<file path="src/rtl/jk_step_driver.sv">
// jk_step_driver
//
// Stimulus front-end for the lab JK flip-flop stage. Raw switches and the step
// button are synchronized and debounced. Each accepted trigger produces one
// clean flip-flop clock pulse, with J/K held steady around it.
//
// Parameters
//   DB_CYCLES  consecutive differing cycles before a debounced input follows (>= 2)
//   DIV        auto-mode tick period in CLK cycles (>= 8)
//
// Ports
//   CLK       system clock, rising edge
//   RST_n     synchronous active-low reset
//   SW_J      raw J switch (async, bouncy)
//   SW_K      raw K switch (async, bouncy)
//   BTN_STEP  raw step pushbutton, active-high (async, bouncy)
//   MODE      0 = manual (one step per press), 1 = auto (pattern on divided tick)
//   J_OUT     J level to flip-flop
//   K_OUT     K level to flip-flop
//   FF_CLK    flip-flop clock pulse, 2 cycles high per step
//   BUSY      step sequence in progress
//   STEP_CNT  FF_CLK pulses issued, wraps at 256
module jk_step_driver #(
  parameter int unsigned DB_CYCLES = 16,
  parameter int unsigned DIV       = 50000
) (
  input  logic       CLK,
  input  logic       RST_n,
  input  logic       SW_J,
  input  logic       SW_K,
  input  logic       BTN_STEP,
  input  logic       MODE,
  output logic       J_OUT,
  output logic       K_OUT,
  output logic       FF_CLK,
  output logic       BUSY,
  output logic [7:0] STEP_CNT
);

  localparam int unsigned DbW  = $clog2(DB_CYCLES + 1);
  localparam int unsigned DivW = $clog2(DIV);

  localparam logic [DbW-1:0]  DbLast  = DbW'(DB_CYCLES - 1);
  localparam logic [DivW-1:0] DivLast = DivW'(DIV - 1);

  // Auto phases: SET(1,0) -> TOGGLE(1,1) -> RESET(0,1) -> HOLD(0,0)
  localparam logic [1:0] PhaseSet = 2'd0;

  typedef enum logic [2:0] {
    StIdle,
    StSetup,
    StHigh1,
    StHigh2,
    StHold
  } state_e;

  // ---------------------------------------------------------------------------
  // Synchronizers: bit 0 = J, 1 = K, 2 = button, 3 = mode
  // ---------------------------------------------------------------------------
  logic [3:0] sync1_q, sync2_q;
  logic       mode_s;

  always_ff @(posedge CLK) begin
    if (!RST_n) begin
      sync1_q <= '0;
      sync2_q <= '0;
    end else begin
      sync1_q <= {MODE, BTN_STEP, SW_K, SW_J};
      sync2_q <= sync1_q;
    end
  end

  assign mode_s = sync2_q[3];

  // ---------------------------------------------------------------------------
  // Debouncers for J, K and button
  // ---------------------------------------------------------------------------
  logic [2:0]     deb_q, deb_d;
  logic [DbW-1:0] db_cnt_q [3];
  logic [DbW-1:0] db_cnt_d [3];

  always_comb begin
    deb_d = deb_q;
    for (int i = 0; i < 3; i++) begin
      db_cnt_d[i] = '0;
      if (sync2_q[i] != deb_q[i]) begin
        // Flip on the cycle the count would reach DB_CYCLES
        if (db_cnt_q[i] == DbLast) begin
          deb_d[i] = sync2_q[i];
        end else begin
          db_cnt_d[i] = db_cnt_q[i] + 1'b1;
        end
      end
    end
  end

  always_ff @(posedge CLK) begin
    if (!RST_n) begin
      deb_q <= '0;
      for (int i = 0; i < 3; i++) begin
        db_cnt_q[i] <= '0;
      end
    end else begin
      deb_q <= deb_d;
      for (int i = 0; i < 3; i++) begin
        db_cnt_q[i] <= db_cnt_d[i];
      end
    end
  end

  // ---------------------------------------------------------------------------
  // Button edge detector (registered pulse) and mode change detector
  // ---------------------------------------------------------------------------
  logic btn_prev_q, btn_pulse_q;
  logic mode_prev_q, mode_chg;

  always_ff @(posedge CLK) begin
    if (!RST_n) begin
      btn_prev_q  <= 1'b0;
      btn_pulse_q <= 1'b0;
      mode_prev_q <= 1'b0;
    end else begin
      btn_prev_q  <= deb_q[2];
      btn_pulse_q <= deb_q[2] & ~btn_prev_q;
      mode_prev_q <= mode_s;
    end
  end

  assign mode_chg = mode_s ^ mode_prev_q;

  // ---------------------------------------------------------------------------
  // Auto-mode divider
  // ---------------------------------------------------------------------------
  logic [DivW-1:0] div_q, div_d;
  logic            tick;

  always_comb begin
    if (!mode_s || mode_chg || (div_q == DivLast)) begin
      div_d = '0;
    end else begin
      div_d = div_q + 1'b1;
    end
  end

  always_ff @(posedge CLK) begin
    if (!RST_n) begin
      div_q <= '0;
    end else begin
      div_q <= div_d;
    end
  end

  assign tick = mode_s & (div_q == DivLast);

  // ---------------------------------------------------------------------------
  // Step FSM
  // ---------------------------------------------------------------------------
  state_e     state_q, state_d;
  logic       trigger;
  logic       j_q, j_d, k_q, k_d;
  logic       step_auto_q, step_auto_d;
  logic [1:0] phase_q, phase_d;
  logic [7:0] step_cnt_q, step_cnt_d;
  logic       ff_clk_q, ff_clk_d;
  logic       busy_q, busy_d;
  logic       phase_j, phase_k;

  assign trigger = mode_s ? tick : btn_pulse_q;
  assign phase_j = ~phase_q[1];
  assign phase_k = phase_q[1] ^ phase_q[0];

  always_comb begin
    state_d     = state_q;
    j_d         = j_q;
    k_d         = k_q;
    step_auto_d = step_auto_q;
    phase_d     = phase_q;
    step_cnt_d  = step_cnt_q;

    unique case (state_q)
      StIdle: begin
        // Triggers outside IDLE are simply ignored, so no queuing exists
        if (trigger) begin
          state_d     = StSetup;
          step_auto_d = mode_s;
          j_d         = mode_s ? phase_j : deb_q[0];
          k_d         = mode_s ? phase_k : deb_q[1];
        end
      end
      StSetup: begin
        state_d    = StHigh1;
        step_cnt_d = step_cnt_q + 8'd1;
        if (step_auto_q) begin
          phase_d = phase_q + 2'd1;
        end
      end
      StHigh1: state_d = StHigh2;
      StHigh2: state_d = StHold;
      StHold:  state_d = StIdle;
      default: state_d = StIdle;
    endcase

    // A mode change restarts the auto pattern; the in-flight step is untouched
    if (mode_chg) begin
      phase_d = PhaseSet;
    end
  end

  // Registered outputs keep FF_CLK free of decode glitches
  assign ff_clk_d = (state_d == StHigh1) || (state_d == StHigh2);
  assign busy_d   = (state_d != StIdle);

  always_ff @(posedge CLK) begin
    if (!RST_n) begin
      state_q     <= StIdle;
      j_q         <= 1'b0;
      k_q         <= 1'b0;
      step_auto_q <= 1'b0;
      phase_q     <= PhaseSet;
      step_cnt_q  <= '0;
      ff_clk_q    <= 1'b0;
      busy_q      <= 1'b0;
    end else begin
      state_q     <= state_d;
      j_q         <= j_d;
      k_q         <= k_d;
      step_auto_q <= step_auto_d;
      phase_q     <= phase_d;
      step_cnt_q  <= step_cnt_d;
      ff_clk_q    <= ff_clk_d;
      busy_q      <= busy_d;
    end
  end

  assign J_OUT    = j_q;
  assign K_OUT    = k_q;
  assign FF_CLK   = ff_clk_q;
  assign BUSY     = busy_q;
  assign STEP_CNT = step_cnt_q;

endmodule

</file>
<file path="config.mk">
export PLATFORM = sky130hd
export DESIGN_NAME = jk_step_driver
export DESIGN_NICKNAME = d
export VERILOG_FILES = /design/src/rtl/jk_step_driver.sv
export SDC_FILE = /design/constraint.sdc
export NUM_CORES = 1
export LEC_CHECK = 0
export CORE_AREA = 2 2 67 69
export CTS_CLUSTER_DIAMETER = 30
export DETAILED_ROUTE_END_ITERATION = 8
export DIE_AREA = 0 0 69 71
export PLACE_DENSITY_LB_ADDON = 0.2
export SYNTH_ARGS = -nofsm -noshare
export SYNTH_HDL_FRONTEND = slang
export SYNTH_SLANG_ARGS = --single-unit
</file>
<file path="constraint.sdc">
create_clock -name CLK -period 3.1 [get_ports CLK]
set_input_delay 0.62 -clock CLK [delete_from_list [all_inputs] [get_ports CLK]]
set_output_delay 0.62 -clock CLK [all_outputs]
set_load 0.005 [all_outputs]
</file>
==> flow_summary_export.csv <==
group,metric,value,unit
status,run_status,"finished, final reports clean",
route,postRouteWirelength,4090,µm
floorplan,row_count,24,
route,vias,1724,
logic_synthesis,synth.distinct_cells,38,
floorplan,core_area,4200,µm²
sta,timing_hold_violations_final,0,
logic_synthesis,ys_ff_latch,63,
cts,cts_tree,"built",
route,met2_wirelength,1850,µm
logic_synthesis,postSynth.topFlopCell,"dfxtp_1",
cts,hold_buffers,0,
worst_setup_path,crit_path_max_incr_delay,480,ps
floorplan,i_o_pin_total,18,
floorplan,initial_utilization,0.586,
logic_synthesis,synthesis.area_per_instance,9.74,µm²
worst_setup_path,required_time_at_the_worst_slack_endpoint,3340,ps
sta,setup_tns,0,ps
worst_setup_path,path_cells,"or3_1 > or3_4 > or4b_1 > a311oi_1",
pwr,power.sequential.fraction,0.547,
logic_synthesis,synthArstFlopShare,0,
floorplan,chipHeight,71,µm
global_route,grt_max_degree,18,
logic_synthesis,synth_area,2460,µm²
cts,clk_pin_slew_worst_paths,60,ps
global_route,antenna_found_initial,0,
cts,postCtsSetupBuffers,0,
global_route,grt_first_pass_wirelength,7220,µm
route,detail_route.wl_per_cell,12.3,µm
floorplan,chipWidth,69,µm
pwr,p_total,1.50,mW
cts,clock_latency,330,ps
worst_hold_path,hold_class,"reg2reg",
worst_setup_path,critPathSlowestCell,"or4b_1",
floorplan,design.die.area,4900,µm²
pwr,netSwitchingPower,0.308,mW
final_layout,num-nets-final,293,
global_route,grtUsageTotal,0.187,
placement,detailed_place.area,2700,µm²
worst_setup_path,cp-start-kind,"flip-flop",
placement,port_buffers,17,
pwr,power.switching_fraction,0.205,
logic_synthesis,post_synth_edffs,0,
final_layout,layoutNonFillerInstCount,334,
cts,clockRootBuffer,"clkbuf_8",
pwr,static-leakage-power,1.08,nW
final_layout,drive_above_1_share,0.0780,
final_layout,layout.cells.most_common,"dfxtp_1",
final_layout,mostFrequentLayoutCells,"dfxtp_1 (63), nor2_1 (43), xor2_1 (19), clkdlybuf4s50_1 (17), xnor2_1 (14)",
sta,worst_slew_margin_rel,0.562,
run,max-cap-violations,0,
route,wl_met3,134,µm
route,met1_length,2030,µm
sta,min_period,2000,ps
logic_synthesis,synthesis_warning_total,0,
placement,place.detailed.instances,319,
placement,detailed_place_hpwl,2760,µm
sta,holdWs,393,ps
worst_setup_path,worst-path-max-fanout,7,
worst_setup_path,cp_data_arrival_time,2250,ps
final_layout,postLayoutCellArea,2880,µm²
sta,rsz_0062_raised_after_global_routing,"false",
route,number_of_nets_still_failing_antenna_checks_after_routing,0,
pwr,clock_power_share,0.435,
route,top_signal_layer_used,"met4",
cts,ctsHtreeMaxLevel,3,
cts,tritoncts.num_buffers,9,
sta,skew,5.02,ps
route,drc,0,
logic_synthesis,synth_nets,268,
logic_synthesis,seq_area_frac_synth,0.512,
sta,final_worst_path_period_share,0.646,
route,drt_pre_antenna_iters,4,
cts,cts_buffer_depth,2,
cts,ctsResizeCount,0,
cts,cts_sinks,63,
worst_setup_path,critical_path_class,"reg2reg",
logic_synthesis,synthesized_instance_count,253,
final_layout,n_antenna_cell,0,
placement,final_gp_congestion,0.749,
final_layout,synthToLayoutAreaGrowth,16.7,%
pwr,cellInternalPower,1.19,mW
sta,slew_violations,0,
final_layout,n_fill_cell,359,
global_route,grt.overflow.total,0,
route,vias_per_cell,5.16,
route,detail_route.iter0.violations,122,
pwr,power.combinational.fraction,0.018,
pwr,max-vdd-ir-drop,0.349,mV
global_route,grt_pass1_vias,1639,
sta,timing.fmax,0.499,GHz
worst_setup_path,path_delay_family,"simple AND/OR/NAND/NOR gates",
worst_setup_path,path_buf_inv,0,
worst_setup_path,crit_path_end_kind,"flip-flop",
sta,timing.final.setup_violations,0,
pwr,powerDensity,521,nW/µm²
sta,worst-slew-pin-transition,654,ps
-- synth_stat cells (all sizes together), types with 2 or more instances --
cell | instances | area (µm²)
xor2 | 19 | 166
nand3b | 2 | 15.0
and3 | 8 | 51.3
and4 | 3 | 27.5
nand4 | 8 | 50.1
ha | 9 | 113
mux2i | 5 | 50.1
clkbuf | 5 | 18.8
o211ai | 2 | 15.0
nor4 | 2 | 12.5
nand2 | 11 | 41.3
dfxtp | 63 | 1260
xnor2 | 14 | 123
a21oi | 4 | 20.0
inv | 8 | 30.0
o21ai | 2 | 10.0
nand3 | 9 | 45.0
and2 | 11 | 68.8
nor2 | 43 | 161
nor3 | 6 | 30.0
or3 | 5 | 36.3
-- per-layer routing --
| layer | track usage | up-vias |
|---|---|---|
| met5 | 0 | - |
| met3 | 0.0456 | 9 |
| li1 | - | 911 |
| met2 | 0.301 | 25 |
| met1 | 0.227 | 779 |
| met4 | 0.111 | 0 |
-- power by group through the flow --
stage	Clock, mW	Sequential, mW	Combinational, mW
global placement	0	0.837	0.0261
detailed placement	0	0.838	0.0264
floorplan	0	0.837	0.0142
finish	0.652	0.820	0.0262
global route	0.704	0.820	0.0300
CTS	0.671	0.820	0.0267
-- state kept, by name, summed over array words and instances (netlist names) --
register     count
db_cnt_q        15
state_q          3
STEP_CNT         8
div_q           16
K_OUT            1
btn_pulse_q      1
btn_prev_q       1
deb_q            3
BUSY             1
sync1_q          4
J_OUT            1
FF_CLK           1
mode_prev_q      1
phase_q          2
sync2_q          4
step_auto_q      1
-- worst paths after layout --
path / start / to / depth (start not counted) / slack (ps)
max: div_q[4] / J_OUT / 4 / 1100
min: btn_prev_q / btn_pulse_q / 1 / 390
max reg2reg: div_q[4] / J_OUT / 4 / 1100
min reg2reg: btn_prev_q / btn_pulse_q / 1 / 390
-- final cells by class --
cell class / count / area, µm² / area share
clock inverter: 5 / 50.0 / 0.0174
tap: 52 / 65.1 / 0.0226
sequential: 63 / 1260 / 0.439
multi-input combinational: 176 / 1150 / 0.399
clock buffer: 10 / 128 / 0.0444
timing repair buffer: 20 / 193 / 0.0670
inverter: 8 / 30.0 / 0.0104
-- kinds of logic (layout without fill, tap and decap cells) --
group	after synthesis	in the layout	share of synthesized area
AO/OA/AOI/OAI	14	14	0.0391
XOR/XNOR	33	33	0.117
adder cells (fa/ha/maj)	9	9	0.0457
buffers and inverters	14	43	0.0218
flip-flops	63	63	0.512
multiplexers	5	5	0.0203
AND/OR/NAND/NOR	115	115	0.244
-- stage by stage --
stage,utilization,setup WS [ps]
after floorplan,-,1220
after global routing,0.684,989
after global placement,0.642,1050
after detailed placement,0.642,1010
after CTS,0.684,1110
final,0.684,1100
Power figures use the tool's default switching activity.
